### src/rtl/gc_ref_pkg.sv
// Shared types and default geometry for the per-bank gain-cell refresh engine.
package gc_ref_pkg;

    localparam int ROWS_DEF   = 128;
    localparam int ADDR_W_DEF = 7;
    localparam int DATA_W_DEF = 64;

    typedef enum logic [2:0] {
        IDLE,
        READ,
        WAIT,
        WRITE,
        DONE
    } ref_state_t;

endpackage

### src/rtl/ref_row_counter.sv
// Row address counter for the refresh sweep: synchronous clear, enable, and a
// flag marking the final row of the bank.
module ref_row_counter
    import gc_ref_pkg::*;
#(
    parameter int ROWS   = ROWS_DEF,
    parameter int ADDR_W = ADDR_W_DEF
) (
    input  logic              clk,
    input  logic              rst,
    input  logic              clear,
    input  logic              en,
    output logic [ADDR_W-1:0] count,
    output logic              last
);

    always_ff @(posedge clk or posedge rst) begin
        if (rst) begin
            count <= '0;
        end else if (clear) begin
            count <= '0;
        end else if (en) begin
            count <= count + ADDR_W'(1);
        end
    end

    assign last = (count == ADDR_W'(ROWS - 1));

endmodule

### src/rtl/bank_refresh_engine.sv
// Per-bank refresh sequencer: read-then-write-back sweep over every row, arbitrated
// against user traffic. Define BANK_REF_STATS_EN to add the stall_cnt statistics port.
module bank_refresh_engine
    import gc_ref_pkg::*;
#(
    parameter int ROWS   = ROWS_DEF,
    parameter int ADDR_W = ADDR_W_DEF,
    parameter int DATA_W = DATA_W_DEF
) (
    input  logic              clk,
    input  logic              rst,
    input  logic              start,
    input  logic              u_we,
    input  logic              u_re,
    input  logic [ADDR_W-1:0] u_waddr,
    input  logic [ADDR_W-1:0] u_raddr,
    input  logic [DATA_W-1:0] u_wdata,
    input  logic [DATA_W-1:0] mem_rdata,
    output logic              mem_we,
    output logic              mem_re,
    output logic [ADDR_W-1:0] mem_waddr,
    output logic [ADDR_W-1:0] mem_raddr,
    output logic [DATA_W-1:0] mem_wdata,
    output logic              ref_done,
    output logic              offs_ref_re,
    output logic              busy
`ifdef BANK_REF_STATS_EN
    ,
    output logic [15:0]       stall_cnt
`endif
);

    ref_state_t        state;
    logic [ADDR_W-1:0] row;
    logic              last;
    logic [DATA_W-1:0] hold;
    logic              skip;

    logic accept;
    logic ref_rd;
    logic ref_wr_slot;
    logic ref_wr;
    logic user_hit;

    assign accept      = (state == IDLE) && start;
    assign ref_rd      = (state == READ) && !u_re;
    assign ref_wr_slot = (state == WRITE) && !u_we;
    assign ref_wr      = ref_wr_slot && !skip;
    assign user_hit    = u_we && (u_waddr == row) &&
                         ((state == READ) || (state == WAIT) || (state == WRITE));

    ref_row_counter #(
        .ROWS   (ROWS),
        .ADDR_W (ADDR_W)
    ) u_row_counter (
        .clk   (clk),
        .rst   (rst),
        .clear (accept),
        .en    (ref_wr_slot && !last),
        .count (row),
        .last  (last)
    );

    // A user write landing on the row in flight makes the held copy stale.
    always_ff @(posedge clk or posedge rst) begin
        if (rst) begin
            state    <= IDLE;
            ref_done <= 1'b0;
            hold     <= '0;
            skip     <= 1'b0;
        end else begin
            case (state)
                IDLE: begin
                    if (start) begin
                        state    <= READ;
                        ref_done <= 1'b0;
                        skip     <= 1'b0;
                    end
                end
                READ: begin
                    if (user_hit) skip <= 1'b1;
                    if (!u_re) state <= WAIT;
                end
                WAIT: begin
                    hold  <= mem_rdata;
                    if (user_hit) skip <= 1'b1;
                    state <= WRITE;
                end
                WRITE: begin
                    if (u_we) begin
                        if (user_hit) skip <= 1'b1;
                    end else begin
                        skip <= 1'b0;
                        if (last) begin
                            state    <= DONE;
                            ref_done <= 1'b1;
                        end else begin
                            state <= READ;
                        end
                    end
                end
                DONE: begin
                    state <= IDLE;
                end
                default: begin
                    state <= IDLE;
                end
            endcase
        end
    end

    // Refresh takes only the port it needs this cycle; the other always passes through.
    assign busy        = (state != IDLE);
    assign offs_ref_re = ref_rd;
    assign mem_re      = !rst && (u_re || ref_rd);
    assign mem_raddr   = rst ? '0 : (ref_rd ? row : u_raddr);
    assign mem_we      = !rst && (u_we || ref_wr);
    assign mem_waddr   = rst ? '0 : (ref_wr_slot ? row : u_waddr);
    assign mem_wdata   = rst ? '0 : (ref_wr_slot ? hold : u_wdata);

`ifdef BANK_REF_STATS_EN
    always_ff @(posedge clk or posedge rst) begin
        if (rst) begin
            stall_cnt <= '0;
        end else if (accept) begin
            stall_cnt <= '0;
        end else if ((((state == READ) && u_re) || ((state == WRITE) && u_we)) &&
                     (stall_cnt != 16'hFFFF)) begin
            stall_cnt <= stall_cnt + 16'd1;
        end
    end
`endif

endmodule

### config.mk
export PLATFORM = sky130hd
export DESIGN_NAME = bank_refresh_engine
export DESIGN_NICKNAME = d
export VERILOG_FILES = /design/src/rtl/gc_ref_pkg.sv /design/src/rtl/ref_row_counter.sv /design/src/rtl/bank_refresh_engine.sv
export SDC_FILE = /design/constraint.sdc
export NUM_CORES = 1
export LEC_CHECK = 0
export CAP_MARGIN = 20
export CORE_ASPECT_RATIO = 0.75
export CORE_MARGIN = 5
export CORE_UTILIZATION = 36
export DETAILED_ROUTE_END_ITERATION = 7
export PLACE_DENSITY = 0.82
export REMOVE_ABC_BUFFERS = 1
export SYNTH_ARGS = -nofsm -noshare
export SYNTH_HDL_FRONTEND = slang
export SYNTH_SLANG_ARGS = --single-unit
### constraint.sdc
create_clock -name clk -period 3 [get_ports clk]
set_input_delay 0.6 -clock clk [delete_from_list [all_inputs] [get_ports clk]]
set_output_delay 0.6 -clock clk [all_outputs]
set_load 0.01 [all_outputs]
After elaboration in Yosys (flattened, before gate mapping)
Cells that the tools add are included.
{"block": "totals", "mem_count": 0, "mem_bits_ro": 0, "ff_bits": 76, "latchBits": 0, "output_inout_bits": 83, "input_bits": 147, "elab_cells": 62, "ram_bits": 0}
{"block": "op_classes", "n_mul": 0, "n_shift": 0, "n_bitwise": 0, "n_mux": 20, "div": 0, "n_lt_le_gt_ge": 0, "n_addsub": 1, "eq_ne": 9, "n_reduce_logical": 27}
{"cell": "64-bit two-way mux", "n": 2}
{"cell": "7-bit two-way mux", "n": 6}
{"cell": "3-bit two-way mux", "n": 4}
{"cell": "3-bit case mux with 4 select lines", "n": 1}
{"cell": "1-bit logical AND", "n": 9}
{"cell": "2-bit inequality test, second input constant", "n": 4}
{"cell": "7-bit by 1-bit adder with 7-bit output, second input constant", "n": 1}
{"cell": "7-bit equality test", "n": 1}
{"cell": "7-bit equality test, second input constant", "n": 1}
{"cell": "3-bit by 2-bit equality test with 1-bit output, second input constant", "n": 2}
{"cell": "3-bit nonzero test", "n": 2}
{"cell": "1-bit logical NOT", "n": 5}
{"cell": "1-bit two-way mux", "n": 5}
{"cell": "1-bit logical OR", "n": 4}
{"cell": "4-bit AND reduction", "n": 1}
{"cell": "2-bit nonzero test", "n": 2}
{"cell": "3-bit by 1-bit equality test with 1-bit output, second input constant", "n": 1}
{"cell": "3-bit logical NOT", "n": 1}
{"cell": "1-bit case mux with 3 select lines", "n": 1}
{"cell": "3-bit AND reduction", "n": 1}
{"cell": "1-bit case mux with 2 select lines", "n": 1}
{"cell": "2-bit AND reduction", "n": 1}
{"cell": "2-bit OR reduction", "n": 1}

Logic depth before layout (Yosys ltp)
{"block": "logic_depth", "ltp_word": 7, "mapped_depth": 7, "depth_no_buf": 5}

By module
A second synthesis with hierarchy kept.
{"block": "unflattened", "hier_cells": 480, "hier_area_um2": 4302.9}
{"mod": "bank_refresh_engine", "cells_each": 448, "instances": 1, "seq_area_each_um2": 1726.7, "area_each_um2": 3975.1}
{"mod": "ref_row_counter", "cells_each": 32, "instances": 1, "seq_area_each_um2": 175.2, "area_each_um2": 327.8}

Worst setup path after synthesis
OpenSTA, ideal clock, no wires.
{"block": "synth_path", "kind": "input to output", "start": "input u_we", "end": "output mem_waddr[5]", "stages": 5, "required_ps": 2400, "n_path_buf": 2, "slack_ps": 853, "t_arrival_ps": 1547, "cell_sequence": "and4bb_1 > buf_4 > clkbuf_1 > nand2_1 > a21oi_1"}
{"block": "synth_via", "elab_chain_cells": 4}
{"item": "from (decl)", "line_no": "bank_refresh_engine.sv:13", "source": "input logic u_we,"}
{"item": "1-bit logical NOT", "line_no": "bank_refresh_engine.sv:47", "source": "assign ref_wr_slot = (state == WRITE) && !u_we;"}
{"item": "1-bit logical AND", "line_no": "bank_refresh_engine.sv:47"}
{"item": "7-bit two-way mux (2 in series)", "line_no": "bank_refresh_engine.sv:118", "source": "assign mem_waddr = rst ? '0 : (ref_wr_slot ? row : u_waddr);"}
{"item": "to (decl)", "line_no": "bank_refresh_engine.sv:21", "source": "output logic [ADDR_W-1:0] mem_waddr,"}
Every way passes these cells.

Worst setup path after layout
{"block": "layout_path", "start": "input u_re", "end": "output mem_raddr[2]"}
{"block": "layout_via", "elab_chain_cells": 4}
{"item": "from (decl)", "line_no": "bank_refresh_engine.sv:14", "source": "input logic u_re,"}
{"item": "1-bit logical NOT"}
{"item": "1-bit logical AND", "line_no": "bank_refresh_engine.sv:46", "source": "assign ref_rd = (state == READ) && !u_re;"}
{"item": "7-bit two-way mux (2 in series)", "line_no": "bank_refresh_engine.sv:116", "source": "assign mem_raddr = rst ? '0 : (ref_rd ? row : u_raddr);"}
{"item": "to (decl)", "line_no": "bank_refresh_engine.sv:22", "source": "output logic [ADDR_W-1:0] mem_raddr,"}
Every way passes these cells.

==> run summary <==
Achievable clock frequency = 343.0 MHz
Simple logic cell fraction of the synthesized area = 0.1877
MaxCap Viol Count = 0
Post-synthesis mux area share = 0.1800
Slew headroom = 0.7051
Most Crowded Layer GR = met2
Complex-gate fraction of the synthesized area = 0.1169
Crit path launch type = input port
Result of the run = complete, no violations
CTS clock-pin slew for the worst setup and hold paths = 0.05 ns
Leak pwr = 0.003196 uW
Row count = 34
Setup WS post-layout = 0.08495 ns
Final-layout setup total negative slack = 0 ns
Netlist area before placement = 4227 sq um
Combinational family with the most area after synthesis = simple AND/OR/NAND/NOR gates
Post-synthesis cell count = 481
All-layer global routing usage = 0.1834
Cell with the largest stage delay on the worst path = sky130_fd_sc_hd__clkdlybuf4s50_1
Detailed placement HPWL = 10.27 mm
RSZ-0062 raised after global routing = no
CTS max path bufs = 2
Leading cell types in the layout, fill and taps excluded = sky130_fd_sc_hd__nand2_1, sky130_fd_sc_hd__clkdlybuf4s50_1, sky130_fd_sc_hd__a21oi_1, sky130_fd_sc_hd__dfrtp_1, sky130_fd_sc_hd__dlygate4sd2_1
Wire length after detailed routing = 13.22 mm
XOR/XNOR share of the synthesized area = 0.01658
CP cell instances = clkdlybuf4s50_1 -> or3_1 -> inv_2 -> nand2_1 -> a21oi_1 -> clkdlybuf4s50_1
Cell repeated most along the worst path = sky130_fd_sc_hd__clkdlybuf4s50_1
Final routed DRC violation total = 0
IO buf count = 229
Buffer type at the clock tree root = sky130_fd_sc_hd__clkbuf_16
Data required time of the critical path = 2.40 ns
Yosys cell types = 35
Vias after detailed routing = 4,207
Crit path max-delay family = buffers and inverters
Via count of the first global-routing pass = 4,405
Fraction of layout cells with a size suffix above 1 = 0.06410
Number of design-rule violations left by the first detailed-router iteration = 162
Endpoint of the worst-slack reg-to-reg timing path = u_row_counter.count[4]
Worst Reg2Reg Path Length in Cells = 5
Met2 capacity usage during global routing = 0.3058
Most common cell after layout, fill and taps aside = sky130_fd_sc_hd__nand2_1
Slew at the pin closest to its max-slew limit = 0.4423 ns
Total I/O pin count = 230
Overflow after GRT = 0
TritonCTS clock tree = yes
Mean cell area of the mapped netlist = 8.787 sq um
Routed vias/inst = 4.869
Capture point of the worst path = mem_raddr[2]
Layout area overhead = 65.36%
Synth Area in Adders = 0.002960
Critical path data arrival time = 2.32 ns
Peak supply drop = 0.3497 mV
Number of optimization iterations in the first detailed-route pass = 4
Largest fanout on the critical path = 7
GR met3 Demand/Resource = 0.05911
Yosys warnings = 0
Clock Latency Late Sink = 0.32 ns
Final Hold Viols = 0
Pre-CTS setup slack = -0.1011 ns
Placer Congestion = 0.8446
Global-route wire length before repair = 21.41 mm
Count of antenna diodes in the layout = 0
Layout Skew = 0.006260 ns
Path type of the worst min-delay path = flop to flop
Pin count of the biggest net entering global routing = 82
Minimum period implied by the final worst setup slack = 2.915 ns
Post-layout instance count excluding filler cells = 864
Total buffers and inverters traversed by the critical path = 3
Antenna violations before repair = 0
Count of cell instances traversed by the critical path = 6
Die area = 14,030 sq um
Setup Viol. Count Final = 0
Net count of the finished layout = 846
Reg2reg setup slack = 1.17 ns
Power after layout = 5082 uW
Sequential fraction of the synthesis area = 0.4500
Total placed cells including tap cells = 848
Total power divided by cell area = 727.1 nW/um^2
Remaining number of nets flagged by the antenna check after routing = 0
Final worst path period share = 0.9717
Startpoint of the worst setup timing path = u_re
RR Startpoint = state[2]
Max-slew violations = 0
Met1 Usage GRT = 0.2304
Routed wire per std cell = 15.30 microns
Number of buffers created by CTS = 9
CORE AREA = 11,530 sq um
Number of H-tree levels = 3
Number of flip-flops and latches in the synthesized netlist = 76
Effective utilization at floorplan = 0.3666
Number of clock sinks = 76
Final-layout worst hold slack = 0.4876 ns
Width of the die = 135.1 microns
Critical path class = input port to primary output
Kind of end point of the critical path = primary output
Critical path's largest stage delay = 0.55 ns
Die height = 103.8 microns
==> worst min-delay path by stage <==
stage             start  cells after the start  slack [ns]        to
2_1_floorplan   hold[0]                      1        0.46   hold[0]
3_3_place_gp   ref_done                      1        0.46  ref_done
3_5_place_dp   hold[41]                      1        0.47  hold[41]
4_1_cts        hold[50]                      1        0.49  hold[50]
5_1_grt        hold[43]                      1        0.50  hold[43]
6_report       hold[50]                      1        0.49  hold[50]
==> Yosys cell counts <==
cell                       count  area share
sky130_fd_sc_hd__or3_1         4      0.0059
sky130_fd_sc_hd__and4bb_1      1      0.0030
sky130_fd_sc_hd__mux2_1       60        0.16
sky130_fd_sc_hd__nor3_1        4      0.0047
sky130_fd_sc_hd__o31a_1        1      0.0021
sky130_fd_sc_hd__buf_4         2      0.0036
sky130_fd_sc_hd__o211ai_1      1      0.0018
sky130_fd_sc_hd__nor3b_1       1      0.0018
sky130_fd_sc_hd__o21ai_2       1      0.0021
sky130_fd_sc_hd__nor3_2        1      0.0024
sky130_fd_sc_hd__o2111a_1      1      0.0027
sky130_fd_sc_hd__nand2_1     160        0.14
sky130_fd_sc_hd__o22a_1        1      0.0021
sky130_fd_sc_hd__mux2i_1       4      0.0095
sky130_fd_sc_hd__a21o_1        1      0.0018
sky130_fd_sc_hd__inv_1         3      0.0027
sky130_fd_sc_hd__buf_2        17       0.020
sky130_fd_sc_hd__a21oi_1      82       0.097
sky130_fd_sc_hd__xor2_1        8       0.017
sky130_fd_sc_hd__nor2_1       13       0.012
sky130_fd_sc_hd__mux2_2        4       0.011
sky130_fd_sc_hd__nor2b_1       2      0.0030
sky130_fd_sc_hd__nor4_1        1      0.0015
sky130_fd_sc_hd__clkbuf_1     17       0.015
sky130_fd_sc_hd__o31ai_2       1      0.0030
sky130_fd_sc_hd__inv_2         2      0.0018
sky130_fd_sc_hd__o32ai_1       1      0.0021
sky130_fd_sc_hd__and2_1        1      0.0015
sky130_fd_sc_hd__buf_6         1      0.0027
sky130_fd_sc_hd__dfrtp_1      76        0.45
sky130_fd_sc_hd__nand2b_1      2      0.0030
sky130_fd_sc_hd__nor3_4        1      0.0038
sky130_fd_sc_hd__nand3_1       3      0.0036
sky130_fd_sc_hd__o21ai_0       2      0.0024
sky130_fd_sc_hd__ha_1          1      0.0030
==> sequential cells by signal, summed over array words and instances (netlist names) <==
register,cells
skip,1
hold,64
ref_done,1
state,3
u_row_counter.count,7
==> repair_timing <==
| action | CTS | global route |
|---|---|---|
| gates resized for setup | 72 | 5 |
| buffers inserted | 0 | 1 |
| pin swaps | 1 | 0 |
| hold buffers | 0 | 0 |
| setup endpoints to repair | 71 | 7 |
| gates cloned | 0 | 0 |
==> layer usage <==
metal / up-vias / wire length, microns
met2: 171 / 6263
li1: 2041 / -
met5: - / 0
met4: 0 / 146
met1: 1980 / 5658
met3: 15 / 1151
==> area by class of cell <==
type / count / area, sq um
Fill cell: 988 / 4539
Multi-Input combinational cell: 363 / 2138
Clock buffer: 11 / 242.7
Timing Repair Buffer: 243 / 2384
Tap cell: 162 / 202.7
Clock inverter: 4 / 97.59
Inverter: 5 / 20.02
Sequential cell: 76 / 1904
==> logic make-up after synthesis <==
family,Yosys count
simple gates,194
compound gates,92
flops,76
mux,68
buf+inv,42
xor+xnor,8
fa+ha+maj,1
==> power breakdown <==
| part | internal, uW | leakage, uW | switching (uW) |
|---|---|---|---|
| clock network | 831 | 0.000162 | 393 |
| registers | 1510 | 0.000910 | 297 |
| logic | 1060 | 0.00212 | 985 |
| total | 3410 | 0.00320 | 1670 |
==> through the flow <==
| step | utilization | instance area [sq um] |
|---|---|---|
| CTS | 0.6047 | 6972 |
| floorplan | - | 4051 |
| global route | 0.6063 | 6989 |
| finish | 0.6063 | 6989 |
| detailed placement | 0.5826 | 6716 |
| global placement | 0.5826 | 6716 |
Power figures use the tool's default switching activity.
